`config.mk`:
```
export PLATFORM = sky130hd
export DESIGN_NAME = eq_band_scheduler
export DESIGN_NICKNAME = d
export VERILOG_FILES = /design/src/rtl/eq_band_scheduler.sv
export SDC_FILE = /design/constraint.sdc
export NUM_CORES = 1
export LEC_CHECK = 0
export CAP_MARGIN = 20
export CORE_MARGIN = 8
export CORE_UTILIZATION = 40
export DETAILED_ROUTE_END_ITERATION = 8
export PLACE_DENSITY_LB_ADDON = 0.2
export SLEW_MARGIN = 40
export SYNTH_ARGS = -nofsm -noshare
export SYNTH_HDL_FRONTEND = slang
export SYNTH_SLANG_ARGS = --single-unit
```
`constraint.sdc`:
```
create_clock -name clk -period 1.7 [get_ports clk]
set_input_delay 0.17 -clock clk [delete_from_list [all_inputs] [get_ports clk]]
set_output_delay 0.17 -clock clk [all_outputs]
set_load 0.005 [all_outputs]
```
`src/rtl/eq_band_scheduler.sv`:
```
// Time-multiplexed schedule for an equalizer bank: one shared MAC walks every tap of every band
// for each accepted sample. Strobes are decoded from the state and gated by ena.
module eq_band_scheduler #(
  parameter int N        = 16,
  parameter int NUM_FIRS = 8,
  parameter int NUM_TAPS = 16,
  localparam int TW = (NUM_TAPS > 1) ? $clog2(NUM_TAPS) : 1,
  localparam int BW = (NUM_FIRS > 1) ? $clog2(NUM_FIRS) : 1,
  localparam int CW = $clog2(NUM_FIRS * NUM_TAPS)
) (
  input  logic                clk,
  input  logic                rst,
  input  logic                ena,
  input  logic                sample_valid,
  input  logic signed [N-1:0] x_in,
  output logic                sample_ready,
  output logic                dl_wr,
  output logic [TW-1:0]       dl_wr_addr,
  output logic signed [N-1:0] dl_wr_data,
  output logic [TW-1:0]       dl_rd_addr,
  output logic [CW-1:0]       coef_addr,
  output logic                mac_clr,
  output logic                mac_en,
  output logic                band_wr,
  output logic [BW-1:0]       band_sel,
  output logic                out_valid,
  output logic                busy,
  output logic                overrun
);

  typedef enum logic [2:0] {IDLE, LOAD, CLEAR, MAC, WRITE, DONE} state_t;

  localparam logic [TW-1:0] TAP_LAST  = TW'(NUM_TAPS - 1);
  localparam logic [BW-1:0] BAND_LAST = BW'(NUM_FIRS - 1);

  state_t              state_q, state_d;
  logic [TW-1:0]       wp_q, wp_d;
  logic [TW-1:0]       base_q, base_d;
  logic [TW-1:0]       tap_q, tap_d;
  logic [BW-1:0]       band_q, band_d;
  logic signed [N-1:0] sample_q, sample_d;
  logic                overrun_q, overrun_d;

  always_ff @(posedge clk or negedge rst) begin
    if (!rst) begin
      state_q   <= IDLE;
      wp_q      <= '0;
      base_q    <= '0;
      tap_q     <= '0;
      band_q    <= '0;
      sample_q  <= '0;
      overrun_q <= 1'b0;
    end else begin
      state_q   <= state_d;
      wp_q      <= wp_d;
      base_q    <= base_d;
      tap_q     <= tap_d;
      band_q    <= band_d;
      sample_q  <= sample_d;
      overrun_q <= overrun_d;
    end
  end

  // With ena low every _d equals its _q and all strobes stay low, so a resume
  // re-enters the interrupted cycle exactly once.
  always_comb begin
    state_d   = state_q;
    wp_d      = wp_q;
    base_d    = base_q;
    tap_d     = tap_q;
    band_d    = band_q;
    sample_d  = sample_q;
    overrun_d = overrun_q;
    dl_wr     = 1'b0;
    mac_clr   = 1'b0;
    mac_en    = 1'b0;
    band_wr   = 1'b0;
    out_valid = 1'b0;
    if (ena) begin
      if (sample_valid && (state_q != IDLE)) overrun_d = 1'b1;
      case (state_q)
        IDLE: begin
          if (sample_valid) begin
            sample_d = x_in;
            state_d  = LOAD;
          end
        end
        LOAD: begin
          dl_wr   = 1'b1;
          base_d  = wp_q;
          wp_d    = wp_q + TW'(1);
          band_d  = '0;
          state_d = CLEAR;
        end
        CLEAR: begin
          mac_clr = 1'b1;
          tap_d   = '0;
          state_d = MAC;
        end
        MAC: begin
          mac_en = 1'b1;
          tap_d  = tap_q + TW'(1);
          if (tap_q == TAP_LAST) state_d = WRITE;
        end
        WRITE: begin
          band_wr = 1'b1;
          if (band_q == BAND_LAST) begin
            state_d = DONE;
          end else begin
            band_d  = band_q + BW'(1);
            state_d = CLEAR;
          end
        end
        DONE: begin
          out_valid = 1'b1;
          state_d   = IDLE;
        end
        default: state_d = IDLE;
      endcase
    end
  end

  // Newest sample sits at base; tap k reads the sample k periods older.
  assign dl_wr_addr   = wp_q;
  assign dl_wr_data   = sample_q;
  assign dl_rd_addr   = base_q - tap_q;
  assign coef_addr    = CW'(band_q) * CW'(NUM_TAPS) + CW'(tap_q);
  assign band_sel     = band_q;
  assign sample_ready = (state_q == IDLE);
  assign busy         = (state_q != IDLE);
  assign overrun      = overrun_q;

endmodule
```
### After elaboration in Yosys (flattened, before gate mapping)

Cells that the tools add are included.

* output and inout port bits: 42
* bits of input ports: 20
* word-level logic and storage cells: 50
* register bits: 35

* reductions and logical operators: 11
* add/subtract/negate cells: 5
* equal/unequal tests: 10
* mux-type cells: 17

Operators with widths (count)
* $pmux W3 S5: 1
* $mux W3: 4
* $mux W1: 10
* $eq A3 B3 Y1 const B: 3
* $reduce_and A3 Y1: 3
* $add A4 B1 Y4 const B: 2
* $pmux W4 S2: 1
* $add A7 B4 Y7: 1
* $eq A3 B2 Y1 const B: 2
* $ne A2 B2 Y1 const B: 3
* $pmux W3 S2: 1
* $reduce_and A2 Y1: 3
* $eq A4 B4 Y1 const B: 1
* $reduce_bool A2 Y1: 2
* $sub A4 B4 Y4: 1
* $add A3 B1 Y3 const B: 1
* $eq A3 B1 Y1 const B: 1
* $logic_not A3 Y1: 1
* $reduce_bool A3 Y1: 1
* $logic_and A1 B1 Y1: 1

### Depth between registers and ports, before layout

* word-level depth: 3
* mapped depth: 5
* mapped depth without buffers: 5

### Worst setup path before layout

Ideal clock, no wire load.

* path type: register -> register
* from: register band_q[0] (netlist: band_sel[0])
* to: register band_q[2] (netlist: band_sel[2])
* path slack: 0.258 ns
* data required time: 1.579 ns
* arrival time: 1.321 ns
* period minus slack after synthesis: 1.442 ns
* cell stages (with the launch flop): 6
* setup time: 0.121 ns
* path buffers: 0
* cells stage by stage: dfrtp_1 ha_1 ha_1 nor3b_1 o21ai_0 a22o_1

* word-level cells in the longest chain between the ends: 3
* elaborated cells between the ends (all ways): 6
* those cells by class: 1 x add/sub; 2 x eq/ne; 2 x mux; 1 x reduce/logical

Ends and longest elaborated chain
* start: declaration: RTL line 40 `logic [BW-1:0] band_q, band_d;`
* start signal: assignment: RTL line 58 `band_q <= band_d;`
* $add A3 B1 Y3 or $eq A3 B3 Y1 (tied branches): RTL line 110, 107
* $mux W3 or $ne A2 B2 Y1 (tied branches)
* $pmux W3 S2 or $reduce_and A3 Y1 (tied branches)

Several ways; a longest one is shown, not always the timed one. The select of a mux whose other input is x is not followed.
A chain may end at the register's enable or synchronous reset.

### Worst setup path in the final report

* from: register base_q[2]
* to: output dl_rd_addr[3]

* word-level cells in the longest chain between the ends: 1

Ends and longest elaborated chain
* start: declaration: RTL line 38 `logic [TW-1:0] base_q, base_d;`
* start signal: assignment: RTL line 56 `base_q <= base_d;`
* $sub A4 B4 Y4: RTL line 126 `assign dl_rd_addr = base_q - tap_q;`
* end: declaration: RTL line 20 `output logic [TW-1:0] dl_rd_addr,`

Every way passes these cells.

==> impl_metrics.tcl <==
set metrics [dict create \
    outcome "completed" \
    slew_viol_final 0 \
    first_global_vias 1528 \
    arrival_ns 1.50 \
    firstDrtPassIters 4 \
    n_antenna_cell 0 \
    p_total_mw 4.00 \
    utilization_pct 65.5 \
    std_cell_rows 23 \
    rr_worst_depth 5 \
    cp-start-kind "flop" \
    vias 1418 \
    worstSkewPairLatency_ns 0.28 \
    period_share_pct 98.5 \
    final_nets 254 \
    hold_viol_final 0 \
    leakage_nw 1.23 \
    routed_wirelength_mm 4.56 \
    endpoint_kind "output port" \
    grt_pass1_wl_mm 7.18 \
    syn_nets 170 \
    grt_use_total_pct 14.0 \
    viasPerCell 5.12 \
    clock_path_buffers 2 \
    drive_gt1_share_pct 34.8 \
    pwr_density_cell_nw_per_um2 1510 \
    antenna_found_initial 0 \
    yosysSeqAreaShare_pct 51.4 \
    cpLargestDelayFamily "flip-flops" \
    drt_iter0_drc 78 \
    netlist_instances 142 \
    period_minus_slack_ns 1.67 \
    htree_num_levels 2 \
    crit_cells 5 \
    path_cells "ha_4 -> nand2_1 -> o21ai_2 -> xnor2_1 -> buf_2" \
    gr-total-overflow 0 \
    final_antenna_net_count 0 \
    path_buf_inv 1 \
    cts_buffers 5 \
    start_util_pct 42.0 \
    setup_violations 0 \
    ctsHoldBuffers 0 \
    fin_skew_ns 0.00391 \
    synthArstFlopShare_pct 100 \
    path_class "reg -> out" \
    syn_area_per_cell_sq_um 12.0 \
    num_io_pins 62 \
    worst_pin_slew_ns 0.446 \
    clk_pin_slew_ns 0.07 \
    dp_hpwl_mm 3.27 \
    cts_root_buffer "clkbuf_8" \
    fmax_ghz 0.597 \
    slowest_stage "dfrtp_1" \
    wire_per_inst_um 16.5 \
    hp-class "in -> async" \
    ys_warn_count 0 \
    rsz0062_at_grt "yes" \
    grt_start_max_net_pins 36 \
    cts_sinks 35 \
    hold_slack_ns 0.293 \
    drv_cap 0 \
    core_area_sq_um 4060 \
    required_ns 1.53 \
    synth_edf_count 0 \
    die_height_um 81.2 \
    synth-seq-cells 35 \
    ys_types 36 \
    die_width_um 81.2 \
    cp_max_fo 3 \
    cpPeakStageDelay_ns 0.42 \
    yosys_most_used_dff "dfrtp_1" \
    drc 0 \
    netlist_area_sq_um 1700 \
    die_area_sq_um 6600 \
    port_buffers 61 \
    maxSlewHeadroom_pct 70.2 \
    fin_setup_tns_ns 0 \
    irDropWorstVdd_mv 0.906 \
    area_growth_pct 56.0 \
    tritoncts "built" \
    gp_congestion 0.719 \
]
## kinds of logic after synthesis
logic type / Yosys count / synth area share, %
simple gates: 38 / 13.0
flops: 35 / 51.4
mux: 21 / 13.9
compound gates: 18 / 7.20
buf+inv: 16 / 5.07
fa+ha+maj: 8 / 6.32
xor+xnor: 6 / 3.09
## repair_timing
| item | CTS | global route |
|---|---|---|
| cloned | 0 | 1 |
| gates resized for setup | 31 | 17 |
| endpoints found under the hold margin | 0 | 0 |
| pin swaps | 2 | 1 |
| setup buffers | 5 | 2 |
| endpoints found under the setup margin | 10 | 21 |
## flip-flops by register name, indices dropped and copies added, names as in the netlist
name	flops
dl_wr_data	16
base_q	4
overrun	1
state_q	3
band_sel	3
tap_q	4
dl_wr_addr	4
## layout by cell type (no fill, tap or decap), types with 2 or more instances in the layout
master	count
nand2b_1	2
nor2_2	2
dlygate4sd2_1	5
clkbuf_8	5
dfrtp_1	33
mux2_2	21
buf_4	24
nand3_1	4
nand3_4	2
ha_4	2
xor2_1	3
inv_2	4
xnor2_1	3
nor2b_1	2
ha_1	5
inv_1	3
nor2_1	3
clkdlybuf4s50_1	51
o21ai_0	5
nand2_1	9
a22o_1	4
nor3_1	2
dfrtp_2	2
nand3b_1	2
buf_2	2
clkbuf_2	2
## path summary, 6_finish.rpt
| check | slack, ns | to | from |
|---|---|---|---|
| worst min register to register | 0.49 | overrun$_DFFE_PN0P_ | overrun$_DFFE_PN0P_ |
| min in group clk | 0.49 | overrun$_DFFE_PN0P_ | overrun$_DFFE_PN0P_ |
| worst max-delay path | 0.03 | dl_rd_addr[3] | base_q[2]$_DFFE_PN0P_ |
| max in group asynchronous | 1.06 | state_q[1]$_DFFE_PN0P_ | rst |
| worst min-delay path | 0.29 | tap_q[2]$_DFFE_PN0P_ | rst |
| worst max register to register | 0.07 | base_q[3]$_DFFE_PN0P_ | state_q[1]$_DFFE_PN0P_ |
## per-layer routing
layer,part of all wire (%),vias up,track usage [%],wire length (um)
met1,39,702,13.9,1770
met2,52,46,25.3,2360
met4,1.2,0,5.36,57
met5,0,-,0,0
met3,8.4,8,5.85,382
li1,-,662,-,-
## layout make-up
type,count,area [sq um]
inverter,7,26.3
tap,50,62.6
clock buffer,6,72.6
sequential,35,878
timing repair buffer,85,766
clock inverter,2,12.5
multi-input combinational,92,838
fill,306,1400
## synth_stat cells, drive strengths merged, types with 3 or more instances
library cell | instances | area share [%]
xor2 | 3 | 1.5
nand2b | 3 | 1.1
inv | 7 | 1.5
xnor2 | 3 | 1.5
nand2 | 9 | 2.0
ha | 7 | 5.1
buf | 8 | 3.3
mux2 | 21 | 14
dfrtp | 35 | 51
o21ai | 7 | 2.1
nor2 | 5 | 1.1
a22o | 4 | 2.1
nand3 | 5 | 2.2
## per-stage QoR
stage | cells | worst slack, ns | area [sq um]
after floorplan | 142 | 0.258 | 1700
final | 277 | 0.0255 | 2660
after detailed placement | 261 | -0.140 | 2440
after global placement | 261 | -0.0978 | 2440
after CTS | 274 | -0.0630 | 2590
after global routing | 277 | -0.0325 | 2660
## worst reg2reg max path, cell delays in order (launching register included)
cell      delay [ns]
dfrtp_2         0.44
buf_4           0.16
nor4bb_4        0.28
buf_4           0.15
buf_4           0.15
mux2_2          0.34
## report_power, final
part	switching (mW)	internal, mW	total (mW)
sequential	0.219	1.13	1.35
clock	0.301	0.286	0.587
combinational	0.779	1.28	2.06
Note: power is estimated with default switching activity, not from simulation.
